## src/rtl/clk_div_monitor.sv

```systemverilog
// Divided-clock checker: measures period/high time of clk_div_in in clk cycles and tracks lock, ratio errors and loss.
// Optional CLKMON_SYNC_EN adds a 2-flop synchronizer in front of the sampling flop.
module clk_div_monitor #(
    parameter int DIV      = 2,
    parameter int TOL      = 0,
    parameter int LOCK_CNT = 4,
    parameter int TIMEOUT  = 64,
    parameter int CNT_W    = 16
) (
    input  logic             clk,
    input  logic             rst,
    input  logic             en,
    input  logic             clk_div_in,
    output logic [CNT_W-1:0] period,
    output logic [CNT_W-1:0] high_time,
    output logic             period_vld,
    output logic             locked,
    output logic             err,
    output logic             lost,
    output logic [2:0]       dbg_state
);

    typedef enum logic [2:0] {
        S_IDLE   = 3'd0,
        S_ARM    = 3'd1,
        S_ACQ    = 3'd2,
        S_LOCKED = 3'd3,
        S_LOST   = 3'd4
    } state_t;

    localparam int               GW        = $clog2(LOCK_CNT + 1);
    localparam logic [GW-1:0]    LOCK_V    = GW'(LOCK_CNT);
    localparam logic [CNT_W-1:0] TIMEOUT_V = CNT_W'(TIMEOUT);
    localparam logic [CNT_W:0]   DIV_V     = (CNT_W+1)'(DIV);
    localparam logic [CNT_W:0]   TOL_V     = (CNT_W+1)'(TOL);

    state_t            r_state;
    state_t            w_state_nxt;
    logic [GW-1:0]     r_good_cnt;
    logic [GW-1:0]     w_good_nxt;
    logic [CNT_W-1:0]  r_cnt;
    logic [CNT_W-1:0]  r_hcnt;
    logic [CNT_W-1:0]  r_period;
    logic [CNT_W-1:0]  r_high_time;
    logic              r_period_vld;
    logic              r_err;
    logic              r_s0;
    logic              r_s0_d;
    logic              w_samp;
    logic              w_rise;
    logic              w_timeout;
    logic              w_good;
    logic              w_capture;
    logic              w_bad;
    logic signed [CNT_W:0] w_diff;
    logic [CNT_W:0]    w_abs;

`ifdef CLKMON_SYNC_EN
    logic r_sync1;
    logic r_sync2;

    always_ff @(posedge clk or posedge rst) begin
        if (rst) begin
            r_sync1 <= 1'b0;
            r_sync2 <= 1'b0;
        end else begin
            r_sync1 <= clk_div_in;
            r_sync2 <= r_sync1;
        end
    end

    assign w_samp = r_sync2;
`else
    assign w_samp = clk_div_in;
`endif

    assign w_rise    = r_s0 & ~r_s0_d;
    assign w_timeout = (r_cnt >= TIMEOUT_V);
    // One extra bit keeps cnt - DIV signed without wrapping for any counter value.
    assign w_diff    = $signed({1'b0, r_cnt}) - $signed(DIV_V);
    assign w_abs     = w_diff[CNT_W] ? ((~w_diff) + (CNT_W+1)'(1)) : w_diff;
    assign w_good    = (w_abs <= TOL_V);

    always_ff @(posedge clk or posedge rst) begin
        if (rst) begin
            r_state    <= S_IDLE;
            r_good_cnt <= '0;
        end else begin
            r_state    <= w_state_nxt;
            r_good_cnt <= w_good_nxt;
        end
    end

    always_comb begin
        w_state_nxt = r_state;
        w_good_nxt  = r_good_cnt;
        w_capture   = 1'b0;
        w_bad       = 1'b0;
        case (r_state)
            S_IDLE: begin
                w_good_nxt = '0;
                w_state_nxt = S_ARM;
            end
            S_ARM: begin
                if (w_rise) begin
                    w_state_nxt = S_ACQ;
                end else if (w_timeout) begin
                    w_state_nxt = S_LOST;
                end
            end
            S_ACQ: begin
                if (w_rise) begin
                    w_capture = 1'b1;
                    if (w_good) begin
                        w_good_nxt = r_good_cnt + 1'b1;
                        if (r_good_cnt + 1'b1 >= LOCK_V) begin
                            w_state_nxt = S_LOCKED;
                        end
                    end else begin
                        w_good_nxt = '0;
                        w_bad      = 1'b1;
                    end
                end else if (w_timeout) begin
                    w_good_nxt  = '0;
                    w_state_nxt = S_LOST;
                end
            end
            S_LOCKED: begin
                if (w_rise) begin
                    w_capture = 1'b1;
                    if (!w_good) begin
                        w_bad       = 1'b1;
                        w_good_nxt  = '0;
                        w_state_nxt = S_ACQ;
                    end
                end else if (w_timeout) begin
                    w_good_nxt  = '0;
                    w_state_nxt = S_LOST;
                end
            end
            S_LOST: begin
                w_good_nxt = '0;
                if (w_rise) begin
                    w_state_nxt = S_ACQ;
                end
            end
            default: begin
                w_state_nxt = S_IDLE;
                w_good_nxt  = '0;
            end
        endcase
        // Disable overrides everything, including a rise in the same cycle.
        if (!en) begin
            w_state_nxt = S_IDLE;
            w_good_nxt  = '0;
            w_capture   = 1'b0;
            w_bad       = 1'b0;
        end
    end

    always_ff @(posedge clk or posedge rst) begin
        if (rst) begin
            r_s0         <= 1'b0;
            r_s0_d       <= 1'b0;
            r_cnt        <= '0;
            r_hcnt       <= '0;
            r_period     <= '0;
            r_high_time  <= '0;
            r_period_vld <= 1'b0;
            r_err        <= 1'b0;
        end else begin
            r_s0   <= w_samp;
            r_s0_d <= r_s0;
            if (!en || r_state == S_IDLE) begin
                r_cnt        <= '0;
                r_hcnt       <= '0;
                r_period     <= '0;
                r_high_time  <= '0;
                r_period_vld <= 1'b0;
                r_err        <= 1'b0;
            end else begin
                r_period_vld <= w_capture;
                r_err        <= w_bad;
                if (w_capture) begin
                    r_period    <= r_cnt;
                    r_high_time <= r_hcnt;
                end
                if (w_rise) begin
                    r_cnt  <= CNT_W'(1);
                    r_hcnt <= CNT_W'(1);
                end else begin
                    if (r_cnt != '1) begin
                        r_cnt <= r_cnt + 1'b1;
                    end
                    if (r_s0 && r_hcnt != '1) begin
                        r_hcnt <= r_hcnt + 1'b1;
                    end
                end
            end
        end
    end

    assign period     = r_period;
    assign high_time  = r_high_time;
    assign period_vld = r_period_vld;
    assign err        = r_err;
    assign locked     = (r_state == S_LOCKED);
    assign lost       = (r_state == S_LOST);
    assign dbg_state  = r_state;

endmodule

```

## config.mk

```make
export PLATFORM = sky130hd
export DESIGN_NAME = clk_div_monitor
export DESIGN_NICKNAME = d
export VERILOG_FILES = /design/src/rtl/clk_div_monitor.sv
export SDC_FILE = /design/constraint.sdc
export NUM_CORES = 1
export LEC_CHECK = 0
export CAP_MARGIN = 15
export CORE_MARGIN = 5
export CORE_UTILIZATION = 44
export DETAILED_ROUTE_END_ITERATION = 8
export PLACE_DENSITY = 0.65
export SYNTH_ARGS = -nofsm -noshare
export SYNTH_HDL_FRONTEND = slang
export SYNTH_SLANG_ARGS = --single-unit
```

## constraint.sdc

```tcl
create_clock -name clk -period 3.4 [get_ports clk]
set_input_delay 1.02 -clock clk [delete_from_list [all_inputs] [get_ports clk]]
set_output_delay 1.02 -clock clk [all_outputs]
set_load 0.02 [all_outputs]
```

==> flow_metrics.py <==
metrics = {
    "outcome": {
        "run_status": "finished, final reports clean",
    },
    "floorplan": {
        "rows": 33,
        "start_util_pct": 45.42,
        "die_w_um": 102.6,
        "dieArea_um2": 10520,
        "num_io_pins": 43,
        "fp.coreArea_um2": 8299,
        "die_y_um": 102.6,
    },
    "timing": {
        "worstMarginPinSlew_ns": 0.6272,
        "maxSlewHeadroom_pct": 57.80,
        "skew_ns": 0.005375,
        "rsz0062_at_grt": "no",
        "report.final.slew_viol_count": 0,
        "finalCritPeriodShare_pct": 82.68,
        "hold_viol": 0,
        "fmax_mhz": 355.7,
        "finalCriticalPeriod_ns": 2.811,
        "setup_viol": 0,
        "final.setup.tns_ns": 0,
    },
    "yosys": {
        "syn_avg_cell_area_um2": 10.13,
        "ys_warn_count": 0,
        "synth_cell_type_count": 57,
        "syn-num-nets": 385,
        "yosysSeqAreaShare_pct": 49.12,
        "async_flop_share_pct": 100.0,
        "synth_ff_type": "dfrtp_1",
        "netlist_area_um2": 3770,
        "synth_edf_count": 0,
        "ys_ff_latch": 74,
        "synthCells": 372,
    },
    "worst_setup_path": {
        "reg2reg_depth": 8,
        "crit_type": "flop to output pin",
        "r2r-start": "r_cnt[1]",
        "end_kind": "output pin",
        "path_cells": "nor2_1, nand2_1, inv_1, clkdlybuf4s50_1",
        "worstReg2RegEnd": "r_cnt[15]",
        "cpMaxStageDelayCell": "clkdlybuf4s50_1",
        "cp_max_fo": 14,
        "r2r_slack_ns": 1.00,
        "cp.arrival_ns": 1.79,
        "start_kind": "flop",
        "critPathMaxStageDelay_ns": 0.59,
        "required_ns": 2.38,
    },
    "route": {
        "vias": 2816,
        "drc": 0,
        "wl_met3_um": 335,
        "routed.top_layer": "met4",
        "routedWlPerCell_um": 15.14,
        "via_per_inst": 5.405,
        "wl_met1_um": 4079,
        "ant_nets": 0,
        "wl_um": 7886,
        "dr.pass1.iters": 4,
        "drtIter0Drc": 105,
        "wl_met2_um": 3360,
    },
    "cts": {
        "htreeDepth": 3,
        "clockRootBuffer": "clkbuf_8",
        "clock_path_buffers": 2,
        "postCtsResizedCells": 0,
        "clkTransAtPathRegs_ns": 0.07,
        "cts_tree": "done",
        "insertion_delay_ns": 0.34,
        "cts_setup_buffers": 0,
        "cts_num_sinks": 74,
        "hold_buffers": 0,
        "numCtsBuffers": 9,
    },
    "hold_path": {
        "holdCritStartpoint": "period[6]",
        "min_path_cells": 2,
        "hold-path-endpoint": "period[6]",
        "hold_class": "flop to flop",
    },
    "finish": {
        "area_growth_pct": 18.85,
        "fill_cells": 768,
        "final_layout_size_suffix_gt1_share_pct": 9.135,
        "final_common_cell": "dfrtp_1",
        "layout_common_cells": "74 x dfrtp_1, 42 x nor2_1, 42 x clkdlybuf4s50_1",
        "antenna_cells": 0,
        "nets": 424,
        "final_cells": 521,
        "final_area_um2": 4481,
    },
    "placement": {
        "placed_cell_area_um2": 4284,
        "place.gp.congestion": 0.8860,
        "place.detailed.instances": 505,
        "portBuffers": 42,
        "dp_hpwl_um": 5443,
    },
    "run": {
        "max_cap_viol_count": 0,
    },
    "power_and_ir_drop": {
        "fin_total_pwr_w": 0.001721,
        "power.leakage_nw": 1.913,
        "p_per_area_nw_per_um2": 384.0,
        "vdd_drop_max_uv": 227.5,
    },
    "grt": {
        "track_usage_pct": 16.28,
        "grt_max_degree": 75,
        "antenna_found_initial": 0,
        "grt_pass1_wl_um": 13520,
        "grt_pass1_vias": 2730,
        "grt-ovfl-total": 0,
    },
}
area by class of cell:
type                       count  area [um^2]  share of cell area (%)
timing repair buffer          47        470.5                   10.50
multi-input combinational    266         1782                   39.77
clock inverter                 4        51.30                   1.145
sequential                    74         1852                   41.33
clock buffer                  12        145.1                   3.239
inverter                      13        48.80                   1.089
tap                          105        131.4                   2.932
synth_stat cells, drive strengths merged, types with 6 or more instances:
master / number / area (um^2)
a22o: 25 / 219.0
inv: 12 / 45.04
xnor2: 14 / 122.6
nand2: 33 / 123.9
buf: 6 / 40.04
nor3: 12 / 70.07
or3: 8 / 50.05
a21oi: 13 / 68.82
nor2: 43 / 161.4
o21ai: 18 / 105.1
clkbuf: 13 / 50.04
ha: 9 / 112.6
nand4: 7 / 58.81
dfrtp: 74 / 1852
nand3: 9 / 50.05
xor2: 16 / 140.1
registers in the layout, indices dropped and copies added (netlist names):
| name | count |
|---|---|
| r_good_cnt | 3 |
| r_s0 | 1 |
| err | 1 |
| period_vld | 1 |
| r_s0_d | 1 |
| r_cnt | 16 |
| high_time | 16 |
| period | 16 |
| dbg_state | 3 |
| r_hcnt | 16 |
worst max-delay path, delay by kind of cell (launching register included):
| kind | cells | cell delay, ns |
|---|---|---|
| DFF | 1 | 0.52 |
| buffers and inverters | 2 | 0.66 |
| and+or+nand+nor | 2 | 0.27 |
power by group:
group          leakage, nW  switching (W)  internal, W
sequential            1.03      0.0000183     0.000888
combinational        0.790      0.0000899    0.0000496
clock               0.0966       0.000316     0.000360
total                 1.91       0.000424      0.00130
metal layers:
metal | GRT usage, % | vias to the layer above
met5 | 0 | -
met4 | 5.348 | 0
met3 | 4.465 | 9
met2 | 22.69 | 47
met1 | 24.47 | 1375
li1 | - | 1385
worst max path at each step:
stage	start	endpoint	slack, ns	depth (start not counted)
after floorplan	rst	dbg_state[0]	0.50	1
after global placement	en	period[11]	0.59	7
after detailed placement	en	period[10]	0.53	7
after CTS	dbg_state[0]	lost	0.56	4
after global routing	dbg_state[0]	lost	0.47	4
final	dbg_state[0]	lost	0.59	4
metrics by stage:
step                      hold WS (ns)  worst slack (ns)  utilization (%)
after floorplan                 0.4398            0.4984                -
after global placement          0.4826            0.5910            51.62
after detailed placement        0.4786            0.5322            51.62
after CTS                       0.4996            0.5619            53.99
after global routing            0.5241            0.4677            53.99
final                           0.4934            0.5889            53.99
logic make-up (layout without fill, tap and decap cells):
logic type	Yosys count	after routing	synth area share [%]
AND/OR/NAND/NOR	148	148	20.84
buffers and inverters	32	76	3.684
XOR/XNOR	30	30	6.970
multiplexers	3	3	0.7966
AO/OA/AOI/OAI	76	76	15.60
adder cells (fa/ha/maj)	9	9	2.987
flip-flops	74	74	49.12
No activity file was read; power rests on OpenSTA's default activity.
==> patch 1 (same flow settings) <==
`TIMEOUT`: 64 -> 32.
--- a/src/rtl/clk_div_monitor.sv
+++ b/src/rtl/clk_div_monitor.sv
@@ -4,7 +4,7 @@
     parameter int DIV      = 2,
     parameter int TOL      = 0,
     parameter int LOCK_CNT = 4,
-    parameter int TIMEOUT  = 64,
+    parameter int TIMEOUT  = 32,
     parameter int CNT_W    = 16
 ) (
     input  logic             clk,
Function: same outputs for any inputs over 10 cycles, from zero or initial values and one cycle with rst high; that may be too few to reach the edited logic, so the function may still have changed.
==> patch 1 against the unedited design <==
Worst setup slack lost 0.12 ns. Utilization is 0.13 points lower. Count of clock-buffer cells in the layout unchanged. Sequential cell count unchanged. Largest cell class unchanged. Power shrank 1.4%. Wire length rose by 1.3%. Cell area decreased by 1.2%. Via count fell by 1.8%. Sequential share of layout area up 0.51 points. Area after synthesis shrank 1.1%.
==> patch 1: results (changes against the unedited design) <==
[logic_synthesis]
yosysWarningCount = 0  ; unchanged
yosys.area_share.adder = 0.03020  ; +0.0003308
xor_xnor_fraction_of_synth_area = 0.08221  ; +0.01252
yosys-top-cells-area = sky130_fd_sc_hd__dfrtp_1 50%, sky130_fd_sc_hd__a22o_1 7.5%, sky130_fd_sc_hd__xor2_1 4.9%
mappedNetlistNets = 373  ; -3.1%
seq_area_frac_synth = 0.4966  ; +0.005440
yosys-top-cells-count = 74 x sky130_fd_sc_hd__dfrtp_1, 41 x sky130_fd_sc_hd__nor2_1, 32 x sky130_fd_sc_hd__a22o_1
synth_cell_type_count = 52  ; -8.8%
post_synth_mux_area_share = 0.008054  ; +0.00008821
synth_compound_area_frac = 0.1433  ; -0.01270
synth_async_sr_flop_share = 1.000  ; unchanged
yosys_most_used_dff = sky130_fd_sc_hd__dfrtp_1

[global_routing]
grt_pass1_vias = 2717  ; -0.48%
groute.layer.met2.usage = 0.2589  ; +0.03196
total_routing_usage_reported_by_global_routing = 0.1616  ; -0.001190
grtUsageMet3 = 0.03618  ; -0.008477
gr-usage-met1 = 0.2205  ; -0.02413
grt_start_max_net_pins = 39  ; -48%
wire_length_of_the_first_global_routing_pass_um = 13340  ; -1.3%
antenna_violations_before_repair = 0  ; unchanged

[worst_setup_path]
worst_ep_arrival_time_ns = 1.91  ; +0.12 ns
worst_path_largest_cell_delay_ns = 0.60
timing.critical_path.max_delay_family = buffers and inverters
critical_path_peak_fanout = 15  ; +1
worst_path_max_delay_cell = sky130_fd_sc_hd__clkdlybuf4s50_1

[clocking]
clkSlewWorstSetupHoldPaths_ns = 0.08
cts_resized = 0  ; unchanged
clock_tree.root_cell = sky130_fd_sc_hd__clkbuf_8
cts.htree.levels = 3  ; unchanged
post-cts-setup-buffer-count = 0  ; unchanged
cts.path.max_buffers = 2  ; unchanged
tritoncts_buffers = 9  ; unchanged
clkLatencyLatePin_ns = 0.35

[route]
detail_route.wirelength_um = 7985  ; +1.3%
total_iterations_of_the_first_detailed_routing_run = 4  ; unchanged
via_count = 2764  ; -1.8%
drtIter0Drc = 91  ; -13%

[timing]
slew-limit-headroom = 0.4403  ; -0.1377
skew_ns = 0.01183  ; +0.006451 ns

[min_path]
worstHoldPathType = flip-flop to flip-flop

[outcome]
run_status = complete, no violations

[pwr]
power.leakage_nw = 1.867  ; -2.4%
peakVddDrop_uv = 210.1  ; -7.6%

[layout]
diodes = 0  ; unchanged
post_route_cells_drive_above_1_share = 0.08543  ; -0.005919
finalNetCount = 406  ; -4.2%

[place]
routabilityCongestion = 0.8338  ; -5.9%
dpl_cell_area_um2 = 4220  ; -1.5%
placement.io_buffers = 42  ; unchanged
place.detailed.hpwl_um = 5536  ; +1.7%

patch 1: final cells by class:
class,count,area [um^2]
multi-input combinational,253,1737
fill,745,3791
inverter,8,30.03
timing repair buffer,47,470.5
tap,105,131.4
sequential,74,1852
clock inverter,4,50.05
clock buffer,12,155.1
patch 1: where the power goes:
group / switching [mW] / internal, mW
logic: 0.0660 / 0.0326
clock network: 0.322 / 0.378
registers: 0.0134 / 0.885
patch 1: logic make-up (layout without fill, tap and decap cells):
group	after synthesis	after routing
mux	3	3
compound gates	68	68
buf+inv	33	71
xor+xnor	35	35
fa+ha+maj	9	9
simple gates	138	138
flops	74	74
patch 1: path summary, 6_finish.rpt:
kind	from	end	slack, ns	cells past startpoint
hold reg to reg	r_s0	r_s0_d	0.48	0
max in group asynchronous	rst	r_cnt[7]	1.84	3
min in group asynchronous	rst	r_hcnt[11]	0.92	2
setup / recovery	dbg_state[0]	lost	0.47	4
hold / removal	r_s0	r_s0_d	0.48	0
setup reg to reg	r_cnt[1]	r_good_cnt[0]	1.02	8
patch 1: per-layer routing:
layer  share of wire  wire [um]  vias up
met5               0          0        -
met4           0.011         89        0
met3           0.027        217        6
met1            0.48       3849     1367
li1                -          -     1352
met2            0.48       3829       39
patch 1: per-stage QoR:
| step | utilization | cells | power (mW) | worst slack, ns |
|---|---|---|---|---|
| 2_1_floorplan | - | 360 | 0.9819 | 0.4984 |
| 3_3_place_gp | 0.5136 | 487 | 1.014 | 0.2461 |
| 5_1_grt | 0.5386 | 503 | 1.765 | 0.3292 |
| 4_1_cts | 0.5386 | 503 | 1.722 | 0.4542 |
| 6_report | 0.5386 | 503 | 1.697 | 0.4661 |
| 3_5_place_dp | 0.5136 | 487 | 1.017 | 0.1937 |
==> patch 2 (same settings) <==
Without the edit above. Register the input `en` before use. The logic sees it one clock later.
--- a/src/rtl/clk_div_monitor.sv
+++ b/src/rtl/clk_div_monitor.sv
@@ -34,6 +34,12 @@
     localparam logic [CNT_W:0]   DIV_V     = (CNT_W+1)'(DIV);
     localparam logic [CNT_W:0]   TOL_V     = (CNT_W+1)'(TOL);
 
+    logic en_q;
+
+    always_ff @(posedge clk) begin
+        en_q <= en;
+    end
+
     state_t            r_state;
     state_t            w_state_nxt;
     logic [GW-1:0]     r_good_cnt;
@@ -150,7 +156,7 @@
             end
         endcase
         // Disable overrides everything, including a rise in the same cycle.
-        if (!en) begin
+        if (!en_q) begin
             w_state_nxt = S_IDLE;
             w_good_nxt  = '0;
             w_capture   = 1'b0;
@@ -171,7 +177,7 @@
         end else begin
             r_s0   <= w_samp;
             r_s0_d <= r_s0;
-            if (!en || r_state == S_IDLE) begin
+            if (!en_q || r_state == S_IDLE) begin
                 r_cnt        <= '0;
                 r_hcnt       <= '0;
                 r_period     <= '0;
Check against the original RTL: not equivalent (Yosys sat finds a counterexample within 4 cycles, from zero or initial values and one cycle with rst high).
==> patch 2 against the unedited design <==
Worst setup slack worse by 0.11 ns. Maximum frequency shrank 3.8%. Cell area is 1.4% lower. Area after synthesis is 2.7% lower. Power up 6.7%. Sequential cell count rose by 1. Register-to-register slack worse by 0.17 ns. Wire length up 2.4%.
==> patch 2: results (changes against the unedited design) <==
[clocking]
cts_resized = 0  ; unchanged
clkLatencyLatePin_ns = 0.35
cts.path.max_buffers = 2  ; unchanged
clkSlewWorstSetupHoldPaths_ns = 0.08
cts.htree.levels = 3  ; unchanged
post-cts-setup-buffer-count = 0  ; unchanged
tritoncts_buffers = 9  ; unchanged
clock_tree.root_cell = sky130_fd_sc_hd__clkbuf_8
cts_tree = done

[global_routing]
wire_length_of_the_first_global_routing_pass_um = 13850  ; +2.4%
grt_start_max_net_pins = 39  ; -48%
total_routing_usage_reported_by_global_routing = 0.1720  ; +0.009178
grt_pass1_vias = 2791  ; +2.2%
antenna_violations_before_repair = 0  ; unchanged

[min_path]
worstHoldPathType = flip-flop to flip-flop
min_path_cells = 0  ; -2

[logic_synthesis]
mappedNetlistNets = 373  ; -3.1%
synth_cell_type_count = 51  ; -11%
xor_xnor_fraction_of_synth_area = 0.07399  ; +0.004288
post_synth_mux_area_share = 0.002728  ; -0.005238
yosys.area_share.adder = 0.03069  ; +0.0008147
synth_compound_area_frac = 0.1551  ; -0.0008594
yosys-top-cells-count = 74 x sky130_fd_sc_hd__dfrtp_1, 48 x sky130_fd_sc_hd__nor2_1, 30 x sky130_fd_sc_hd__a22o_1
yosys-top-cells-area = sky130_fd_sc_hd__dfrtp_1 50%, sky130_fd_sc_hd__a22o_1 7.2%, sky130_fd_sc_hd__nor2_1 4.9%
synth_async_sr_flop_share = 0.9867  ; -0.01333
seq_area_frac_synth = 0.5101  ; +0.01885
yosysWarningCount = 0  ; unchanged

[pwr]
power.leakage_nw = 1.880  ; -1.7%
peakVddDrop_uv = 214.2  ; -5.8%

[worst_setup_path]
critical_path_peak_fanout = 12  ; -2
worst_ep_arrival_time_ns = 1.90  ; +0.11 ns
worst_r2r_path_depth = 9  ; +1

[timing]
skew_ns = 0.005789  ; +0.0004138 ns
slew-limit-headroom = 0.5638  ; -0.01424

[layout]
filler_cell_count = 724  ; -5.7%
diodes = 0  ; unchanged
post_route_cells_drive_above_1_share = 0.08000  ; -0.01135
finalNetCount = 409  ; -3.5%

[route]
total_iterations_of_the_first_detailed_routing_run = 4  ; unchanged
drtIter0Drc = 168  ; +60%
post_drt_wl_per_cell_um = 15.98  ; +5.6%
drt-vias-per-instance = 5.525  ; +2.2%

[place]
placement.io_buffers = 42  ; unchanged
place.detailed.hpwl_um = 5416  ; -0.51%
routabilityCongestion = 0.7854  ; -11%

[outcome]
run_status = complete, no violations

==> patch 2: cell types whose count changed after synthesis, sizes merged, moves of 4 or more <==
cell and delta:
o21ai -6, and4 -4, nand4b -4, inv -5, nand2 -7, a22o +5, xor2 +4, nor2 +5
==> patch 2: stage by stage <==
| step | std cells | hold slack (ns) | worst slack, ns | cell area, um^2 | utilization |
|---|---|---|---|---|---|
| after floorplan | 360 | 0.4233 | 0.4984 | 3670 | - |
| after CTS | 505 | 0.4994 | 0.4571 | 4419 | 0.5406 |
| final | 505 | 0.4925 | 0.4771 | 4419 | 0.5406 |
| after global placement | 490 | 0.4817 | 0.9057 | 4180 | 0.5113 |
| after detailed placement | 490 | 0.4803 | 0.8435 | 4180 | 0.5113 |
| after global routing | 505 | 0.5227 | 0.3660 | 4419 | 0.5406 |
==> patch 2: layout make-up <==
class                           instances  area (um^2)  area share
Clock buffer                            9        123.9     0.02803
Inverter                                7        26.28    0.005946
Multi-Input combinational cell        255         1673      0.3785
Sequential cell                        75         1872      0.4236
Timing Repair Buffer                   48        478.0      0.1082
Tap cell                              105        131.4     0.02973
Clock inverter                          6        115.1     0.02605
==> patch 2: critical path, stage by stage (launching register included) <==
cell,delay (ns)
sky130_fd_sc_hd__dfrtp_1,0.51
sky130_fd_sc_hd__nor2_1,0.22
sky130_fd_sc_hd__and2_1,0.20
sky130_fd_sc_hd__clkdlybuf4s50_1,0.62
==> patch 2: cell families after synthesis <==
group                    after synthesis
AO/OA/AOI/OAI                         76
XOR/XNOR                              31
adder cells (fa/ha/maj)                9
buffers and inverters                 30
flip-flops                            75
multiplexers                           1
AND/OR/NAND/NOR                      138
==> patch 2: per-layer routing <==
layer / part of all wire / vias to the layer above / GRT usage
met5: 0 / - / 0
met4: 0.021 / 0 / 0.08998
met3: 0.035 / 15 / 0.03512
met2: 0.47 / 50 / 0.2666
met1: 0.48 / 1374 / 0.2276
li1: - / 1351 / -
==> patch 2: final timing paths <==
check,from,end,slack [ns]
setup / recovery,dbg_state[0],lost,0.48
hold / removal,r_s0,r_s0_d,0.49
setup reg to reg,r_cnt[1],r_good_cnt[1],0.83
hold reg to reg,r_s0,r_s0_d,0.49
max in group asynchronous,rst,r_cnt[3],1.71
min in group asynchronous,rst,r_s0_d,1.06
==> patch 2: power breakdown <==
group | total, mW | leakage [nW] | switching [mW] | internal, mW
clock network | 0.827 | 0.115 | 0.341 | 0.486
registers | 0.908 | 1.03 | 0.0112 | 0.897
logic | 0.101 | 0.729 | 0.0678 | 0.0332
